<file path="src/rtl/rdma_pkg.sv">
// Shared definitions for the RDMA MM2S command issuer: completion codes,
// FSM encoding and DataMover command/status bit positions.
package rdma_pkg;

  localparam logic [1:0] CPL_OK      = 2'd0;
  localparam logic [1:0] CPL_LEN_ERR = 2'd1;
  localparam logic [1:0] CPL_DM_ERR  = 2'd2;
  localparam logic [1:0] CPL_TAG_ERR = 2'd3;

  typedef enum logic [1:0] {
    ST_IDLE     = 2'd0,
    ST_CMD      = 2'd1,
    ST_WAIT_STS = 2'd2,
    ST_DONE     = 2'd3
  } issuer_state_e;

  localparam int CMD_TYPE_BIT = 23;
  localparam int CMD_DSA_LSB  = 24;
  localparam int CMD_EOF_BIT  = 30;
  localparam int CMD_DRR_BIT  = 31;
  localparam int CMD_ADDR_LSB = 32;

  localparam int STS_TAG_LSB    = 0;
  localparam int STS_INTERR_BIT = 4;
  localparam int STS_DECERR_BIT = 5;
  localparam int STS_SLVERR_BIT = 6;
  localparam int STS_OKAY_BIT   = 7;

  // A tag mismatch takes priority: a stale status says nothing about this transfer.
  function automatic logic [1:0] sts_to_cpl(input logic [7:0] sts, input logic [3:0] tag);
    logic [1:0] code;
    if (sts[STS_TAG_LSB +: 4] != tag) begin
      code = CPL_TAG_ERR;
    end else if (sts[STS_INTERR_BIT] || sts[STS_DECERR_BIT] || sts[STS_SLVERR_BIT] ||
                 !sts[STS_OKAY_BIT]) begin
      code = CPL_DM_ERR;
    end else begin
      code = CPL_OK;
    end
    return code;
  endfunction

endpackage

</file>
<file path="src/rtl/rdma_entry_fifo.sv">
// Synchronous entry FIFO with occupancy count; a pop frees room for a push
// in the same cycle even when full.
module rdma_entry_fifo #(
  parameter int WIDTH = 112,
  parameter int DEPTH = 4
) (
  input  logic                       clk_i,
  input  logic                       rst_i,
  input  logic                       push_i,
  input  logic [WIDTH-1:0]           data_i,
  input  logic                       pop_i,
  output logic [WIDTH-1:0]           data_o,
  output logic                       full_o,
  output logic                       empty_o,
  output logic [$clog2(DEPTH):0]     count_o
);
  localparam int PTR_W = $clog2(DEPTH);
  localparam logic [PTR_W:0] FULL_COUNT = (PTR_W+1)'(DEPTH);

  logic [WIDTH-1:0] mem_q [DEPTH];
  logic [PTR_W-1:0] wr_ptr_q, rd_ptr_q;
  logic [PTR_W:0]   count_q;
  logic             do_push, do_pop;

  assign do_pop  = pop_i && (count_q != '0);
  assign do_push = push_i && ((count_q != FULL_COUNT) || do_pop);

  assign data_o  = mem_q[rd_ptr_q];
  assign full_o  = (count_q == FULL_COUNT);
  assign empty_o = (count_q == '0);
  assign count_o = count_q;

  always_ff @(posedge clk_i) begin
    if (do_push) mem_q[wr_ptr_q] <= data_i;
  end

  always_ff @(posedge clk_i) begin
    if (rst_i) begin
      wr_ptr_q <= '0;
      rd_ptr_q <= '0;
      count_q  <= '0;
    end else begin
      if (do_push) wr_ptr_q <= wr_ptr_q + PTR_W'(1);
      if (do_pop)  rd_ptr_q <= rd_ptr_q + PTR_W'(1);
      case ({do_push, do_pop})
        2'b10:   count_q <= count_q + (PTR_W+1)'(1);
        2'b01:   count_q <= count_q - (PTR_W+1)'(1);
        default: count_q <= count_q;
      endcase
    end
  end

endmodule

</file>
<file path="src/rtl/rdma_mm2s_cmd_issuer.sv">
// Turns decoded SQ entries into DataMover MM2S commands, one in flight at a
// time, and reports each outcome as a one-cycle completion record.
module rdma_mm2s_cmd_issuer
  import rdma_pkg::*;
#(
  parameter int ADDR_WIDTH = 32,
  parameter int FIFO_DEPTH = 4,
  parameter int MAX_BTT    = 23
) (
  input  logic                    ACLK,
  input  logic                    ARESET,
  input  logic [31:0]             rdma_id,
  input  logic [15:0]             rdma_opcode,
  input  logic [63:0]             rdma_local_key,
  input  logic [127:0]            rdma_btt,
  input  logic                    rdma_entry_valid,
  output logic [ADDR_WIDTH+39:0]  M_AXIS_CMD_TDATA,
  output logic                    M_AXIS_CMD_TVALID,
  input  logic                    M_AXIS_CMD_TREADY,
  input  logic [7:0]              S_AXIS_STS_TDATA,
  input  logic                    S_AXIS_STS_TVALID,
  output logic                    S_AXIS_STS_TREADY,
  output logic                    cpl_valid,
  output logic [31:0]             cpl_id,
  output logic [15:0]             cpl_opcode,
  output logic [1:0]              cpl_status,
  output logic [15:0]             drop_count,
  output logic                    busy
);
  localparam int CMD_W = ADDR_WIDTH + 40;
  localparam int ENT_W = 32 + 16 + ADDR_WIDTH + 32;
  localparam int CNT_W = $clog2(FIFO_DEPTH) + 1;

  issuer_state_e state_q, state_d;

  logic [ENT_W-1:0]      fifo_din, fifo_dout;
  logic                  fifo_full, fifo_empty, fifo_push, fifo_pop;
  logic [CNT_W-1:0]      fifo_count;
  logic [31:0]           head_id, head_btt;
  logic [15:0]           head_opcode;
  logic [ADDR_WIDTH-1:0] head_addr;
  logic                  head_len_bad;
  logic [CMD_W-1:0]      cmd_d, cmd_q;
  logic [31:0]           id_q;
  logic [15:0]           opcode_q;
  logic [3:0]            tag_q;
  logic [1:0]            status_q;
  logic [15:0]           drop_count_q;
  logic                  unused_inputs;

  assign fifo_din      = {rdma_id, rdma_opcode, rdma_local_key[ADDR_WIDTH-1:0], rdma_btt[31:0]};
  assign fifo_pop      = (state_q == ST_IDLE) && !fifo_empty;
  assign fifo_push     = rdma_entry_valid && (!fifo_full || fifo_pop);
  assign {head_id, head_opcode, head_addr, head_btt} = fifo_dout;
  assign head_len_bad  = (head_btt == 32'd0) || ((head_btt >> MAX_BTT) != 32'd0);
  assign unused_inputs = ^{rdma_local_key, rdma_btt[127:32], fifo_count};

  rdma_entry_fifo #(
    .WIDTH (ENT_W),
    .DEPTH (FIFO_DEPTH)
  ) u_entry_fifo (
    .clk_i   (ACLK),
    .rst_i   (ARESET),
    .push_i  (fifo_push),
    .data_i  (fifo_din),
    .pop_i   (fifo_pop),
    .data_o  (fifo_dout),
    .full_o  (fifo_full),
    .empty_o (fifo_empty),
    .count_o (fifo_count)
  );

  // The tag is sampled at pop time; it only advances in DONE, so it is the issued tag.
  always_comb begin
    cmd_d = '0;
    cmd_d[MAX_BTT-1:0]                = head_btt[MAX_BTT-1:0];
    cmd_d[CMD_TYPE_BIT]               = 1'b1;
    cmd_d[CMD_DSA_LSB +: 6]           = 6'd0;
    cmd_d[CMD_EOF_BIT]                = 1'b1;
    cmd_d[CMD_DRR_BIT]                = 1'b0;
    cmd_d[CMD_ADDR_LSB +: ADDR_WIDTH] = head_addr;
    cmd_d[CMD_ADDR_LSB+ADDR_WIDTH +: 4] = tag_q;
  end

  always_ff @(posedge ACLK) begin
    if (ARESET) state_q <= ST_IDLE;
    else        state_q <= state_d;
  end

  always_comb begin
    state_d = state_q;
    case (state_q)
      ST_IDLE: begin
        if (!fifo_empty) state_d = head_len_bad ? ST_DONE : ST_CMD;
        else             state_d = ST_IDLE;
      end
      ST_CMD: begin
        if (M_AXIS_CMD_TREADY) state_d = ST_WAIT_STS;
        else                   state_d = ST_CMD;
      end
      ST_WAIT_STS: begin
        if (S_AXIS_STS_TVALID) state_d = ST_DONE;
        else                   state_d = ST_WAIT_STS;
      end
      ST_DONE: state_d = ST_IDLE;
      default: state_d = ST_IDLE;
    endcase
  end

  always_comb begin
    M_AXIS_CMD_TVALID = 1'b0;
    S_AXIS_STS_TREADY = 1'b0;
    cpl_valid         = 1'b0;
    case (state_q)
      ST_CMD:      M_AXIS_CMD_TVALID = 1'b1;
      ST_WAIT_STS: S_AXIS_STS_TREADY = 1'b1;
      ST_DONE:     cpl_valid         = 1'b1;
      default:     cpl_valid         = 1'b0;
    endcase
  end

  always_ff @(posedge ACLK) begin
    if (ARESET) begin
      id_q         <= 32'd0;
      opcode_q     <= 16'd0;
      cmd_q        <= '0;
      tag_q        <= 4'd0;
      status_q     <= CPL_OK;
      drop_count_q <= 16'd0;
    end else begin
      if (fifo_pop) begin
        id_q     <= head_id;
        opcode_q <= head_opcode;
        cmd_q    <= cmd_d;
        status_q <= head_len_bad ? CPL_LEN_ERR : CPL_OK;
      end
      if ((state_q == ST_WAIT_STS) && S_AXIS_STS_TVALID)
        status_q <= sts_to_cpl(S_AXIS_STS_TDATA, tag_q);
      if (state_q == ST_DONE)
        tag_q <= tag_q + 4'd1;
      if (rdma_entry_valid && !fifo_push && (drop_count_q != 16'hFFFF))
        drop_count_q <= drop_count_q + 16'd1;
    end
  end

  assign M_AXIS_CMD_TDATA = cmd_q;
  assign cpl_id           = id_q;
  assign cpl_opcode       = opcode_q;
  assign cpl_status       = status_q;
  assign drop_count       = drop_count_q;
  assign busy             = !fifo_empty || (state_q != ST_IDLE);

endmodule

</file>
<file path="config.mk">
export PLATFORM = sky130hd
export DESIGN_NAME = rdma_mm2s_cmd_issuer
export DESIGN_NICKNAME = d
export VERILOG_FILES = /design/src/rtl/rdma_pkg.sv /design/src/rtl/rdma_entry_fifo.sv /design/src/rtl/rdma_mm2s_cmd_issuer.sv
export SDC_FILE = /design/constraint.sdc
export NUM_CORES = 1
export LEC_CHECK = 0
export CORE_ASPECT_RATIO = 0.6
export CORE_MARGIN = 3
export CORE_UTILIZATION = 30
export CTS_CLUSTER_SIZE = 24
export DETAILED_ROUTE_END_ITERATION = 12
export SYNTH_ARGS = -nofsm -noshare
export SYNTH_HDL_FRONTEND = slang
export SYNTH_SLANG_ARGS = --single-unit
</file>
<file path="constraint.sdc">
create_clock -name ACLK -period 5.3 [get_ports ACLK]
set_clock_uncertainty 0.15 [all_clocks]
set_input_delay 1.06 -clock ACLK [delete_from_list [all_inputs] [get_ports ACLK]]
set_output_delay 1.06 -clock ACLK [all_outputs]
set_load 0.01 [all_outputs]
</file>
==> run metrics <==
status=complete, no violations; Syn Area/Cell=16.9 um2; Slew headroom=27.1%; # hold bufs at CTS=0; Worst-Margin Slew=1.08 ns; min Tclk post-route=3.15 ns; CP Capture Type=primary output; final net count=1798; Hold Vio Cnt, Final=0; first-pass GRT wire length=75100 um; Multi-input gate area=4860 um2; placement-stage cell area=25100 um2; post-synthesis cell type count=47; Die ar.=75000 um2; GR Overflow Total=0; Post-DRT Antenna Nets=0; vias in the first global route=12300; core area=70400 um2; Post-synth ARST share=0%; Root Driver=clkbuf_16; Leak=8.64 nW; fillers=6433; Syn Inst Count=1273; Clock Latency Late Sink=0.60 ns; final setup vio count=0; clock-pin slew on the worst setup and hold paths=0.07 ns; layout cells sized above 1=14.9%; CTS tree=yes; I/O Buffers=255; routed vias=11700; synthesized flop and latch total=589; crit path max fanout=5; area grow syn2layout=26.5%; critical setup path kind=reg2out; Seq. cell area=16300 um2; final instance area=27200 um2; sequential area share after synthesis=75.8%; total of max-cap violations=0; Initial Utilization=30.5%; Worst Path Arrival=1.94 ns; Tcrit/Tclk final=59.5%; Inserted Clock Buffers=57; most frequent cells in the layout=edfxtp_1 (448), clkdlybuf4s50_1 (254), nand2_1 (224); initial antenna violation count=9; Top FF cell, synth=edfxtp_1; Setup TNS=0 ns; CP Data Required Time=4.09 ns; I/O Pins=395; vias per inst=4.66; Die Ht=213 um; Routed Wire Length=49900 um; crit path launch type=flop; # resized after CTS=0; HP Class=reg2reg; Post-CTS Setup Inserts=0; f_max=0.317 GHz; GRT Total Usage=13.3%; most common cell after layout, fill and taps aside=edfxtp_1; pwr/cell area=497 nW/um2; dpl hpwl=30100 um; Post-synth EDFFs=448; GP Congestion=0.728; Post-route DRC=0; row count=75; wire per inst=19.9 um; RSZ-0062 raised after global routing=no; pin count of the biggest net entering global routing=111; total number of yosys warnings=0; Max VDD drop=0.282 mV; First-pass DRT Iterations=4; DR iter-0 viols=641; Max H-tree Level=2; clk buf depth=3; # clock sinks=589; Final Max Slew Viols=0; Post-Synthesis Cell Area=21500 um2; Chip Width=351 um
[area by class of cell]
class | instances | area share, %
inverters | 8 | 0.120
well taps | 924 | 4.25
clock buffers | 80 | 6.20
flip-flops and latches | 589 | 59.9
multi-input cells | 604 | 17.9
diodes | 2 | 0.0184
repair buffers | 277 | 10.3
clock inverters | 28 | 1.32
[worst paths after layout]
check / startpoint / to / slack [ns] / cells after the start
worst min register to register: cpl_id[4]$_SDFFE_PP0P_ / cpl_id[4]$_SDFFE_PP0P_ / 0.30 / 2
worst max register to register: flop / state_q[1]$_SDFF_PP0_ / 2.27 / 5
worst min-delay path: cpl_id[4]$_SDFFE_PP0P_ / cpl_id[4]$_SDFFE_PP0P_ / 0.30 / 2
worst max-delay path: state_q[0]$_SDFF_PP0_ / cpl_valid / 2.15 / 2
[worst max-delay path: stages (launching register included)]
cell             delay [ns]
dfxtp_1                0.36
and2_1                 0.35
clkdlybuf4s50_1        0.64
[state kept, by name, indices dropped and copies added, names as in the netlist, named ones only]
register / flops
u_entry_fifo.mem_q: 448
u_entry_fifo.wr_ptr_q: 2
u_entry_fifo.count_o: 3
tag_q: 4
cpl_status: 2
u_entry_fifo.rd_ptr_q: 2
cpl_opcode: 16
cpl_id: 32
state_q: 2
drop_count: 16
M_AXIS_CMD_TDATA: 60
[cells in the mapped netlist, types with 8 or more instances]
master | instances | area share, %
a21oi_1 | 113 | 2.6
buf_1 | 8 | 0.14
buf_2 | 15 | 0.35
buf_4 | 13 | 0.45
clkbuf_1 | 45 | 0.79
dfxtp_1 | 141 | 13
edfxtp_1 | 448 | 63
inv_1 | 8 | 0.14
mux4_2 | 104 | 11
nand2_1 | 224 | 3.9
nand3_1 | 11 | 0.26
nor2_1 | 37 | 0.65
nor4_1 | 12 | 0.35
xnor2_1 | 20 | 0.82
[metrics by stage]
step	util, %	total power (W)	hold slack [ns]	worst slack (ns)	std cells
5_1_grt	38.6	0.0142	0.320	1.98	2510
3_5_place_dp	35.7	0.00933	0.296	1.82	2402
4_1_cts	38.6	0.0137	0.305	2.06	2510
3_3_place_gp	35.7	0.00928	0.291	1.87	2402
6_report	38.6	0.0135	0.304	2.15	2512
2_1_floorplan	-	0.00778	0.318	0.983	1283
[cells by family (layout without fill, tap and decap cells)]
| kind of cell | count (synthesis) | count (layout) | share of synthesized area (%) |
|---|---|---|---|
| AO/OA/AOI/OAI | 131 | 131 | 3.31 |
| other | 1 | 13 | 0.0175 |
| AND/OR/NAND/NOR | 321 | 321 | 6.38 |
| flip-flops | 589 | 589 | 75.8 |
| buffers and inverters | 90 | 393 | 1.92 |
| XOR/XNOR | 25 | 25 | 1.02 |
| adder cells (fa/ha/maj) | 8 | 8 | 0.501 |
| multiplexers | 108 | 108 | 11.1 |
[layer usage]
layer  wire length, um  track usage, %
met3              3650            4.32
met2             23500            21.4
met5               104               0
met1             21900            17.4
met4               790            3.15
[where the power goes]
group          switching (W)  internal, W  total (W)
clock network        0.00174      0.00261    0.00435
registers           0.000382      0.00564    0.00602
logic                0.00166      0.00146    0.00313
Note: power is estimated with default switching activity, not from simulation.
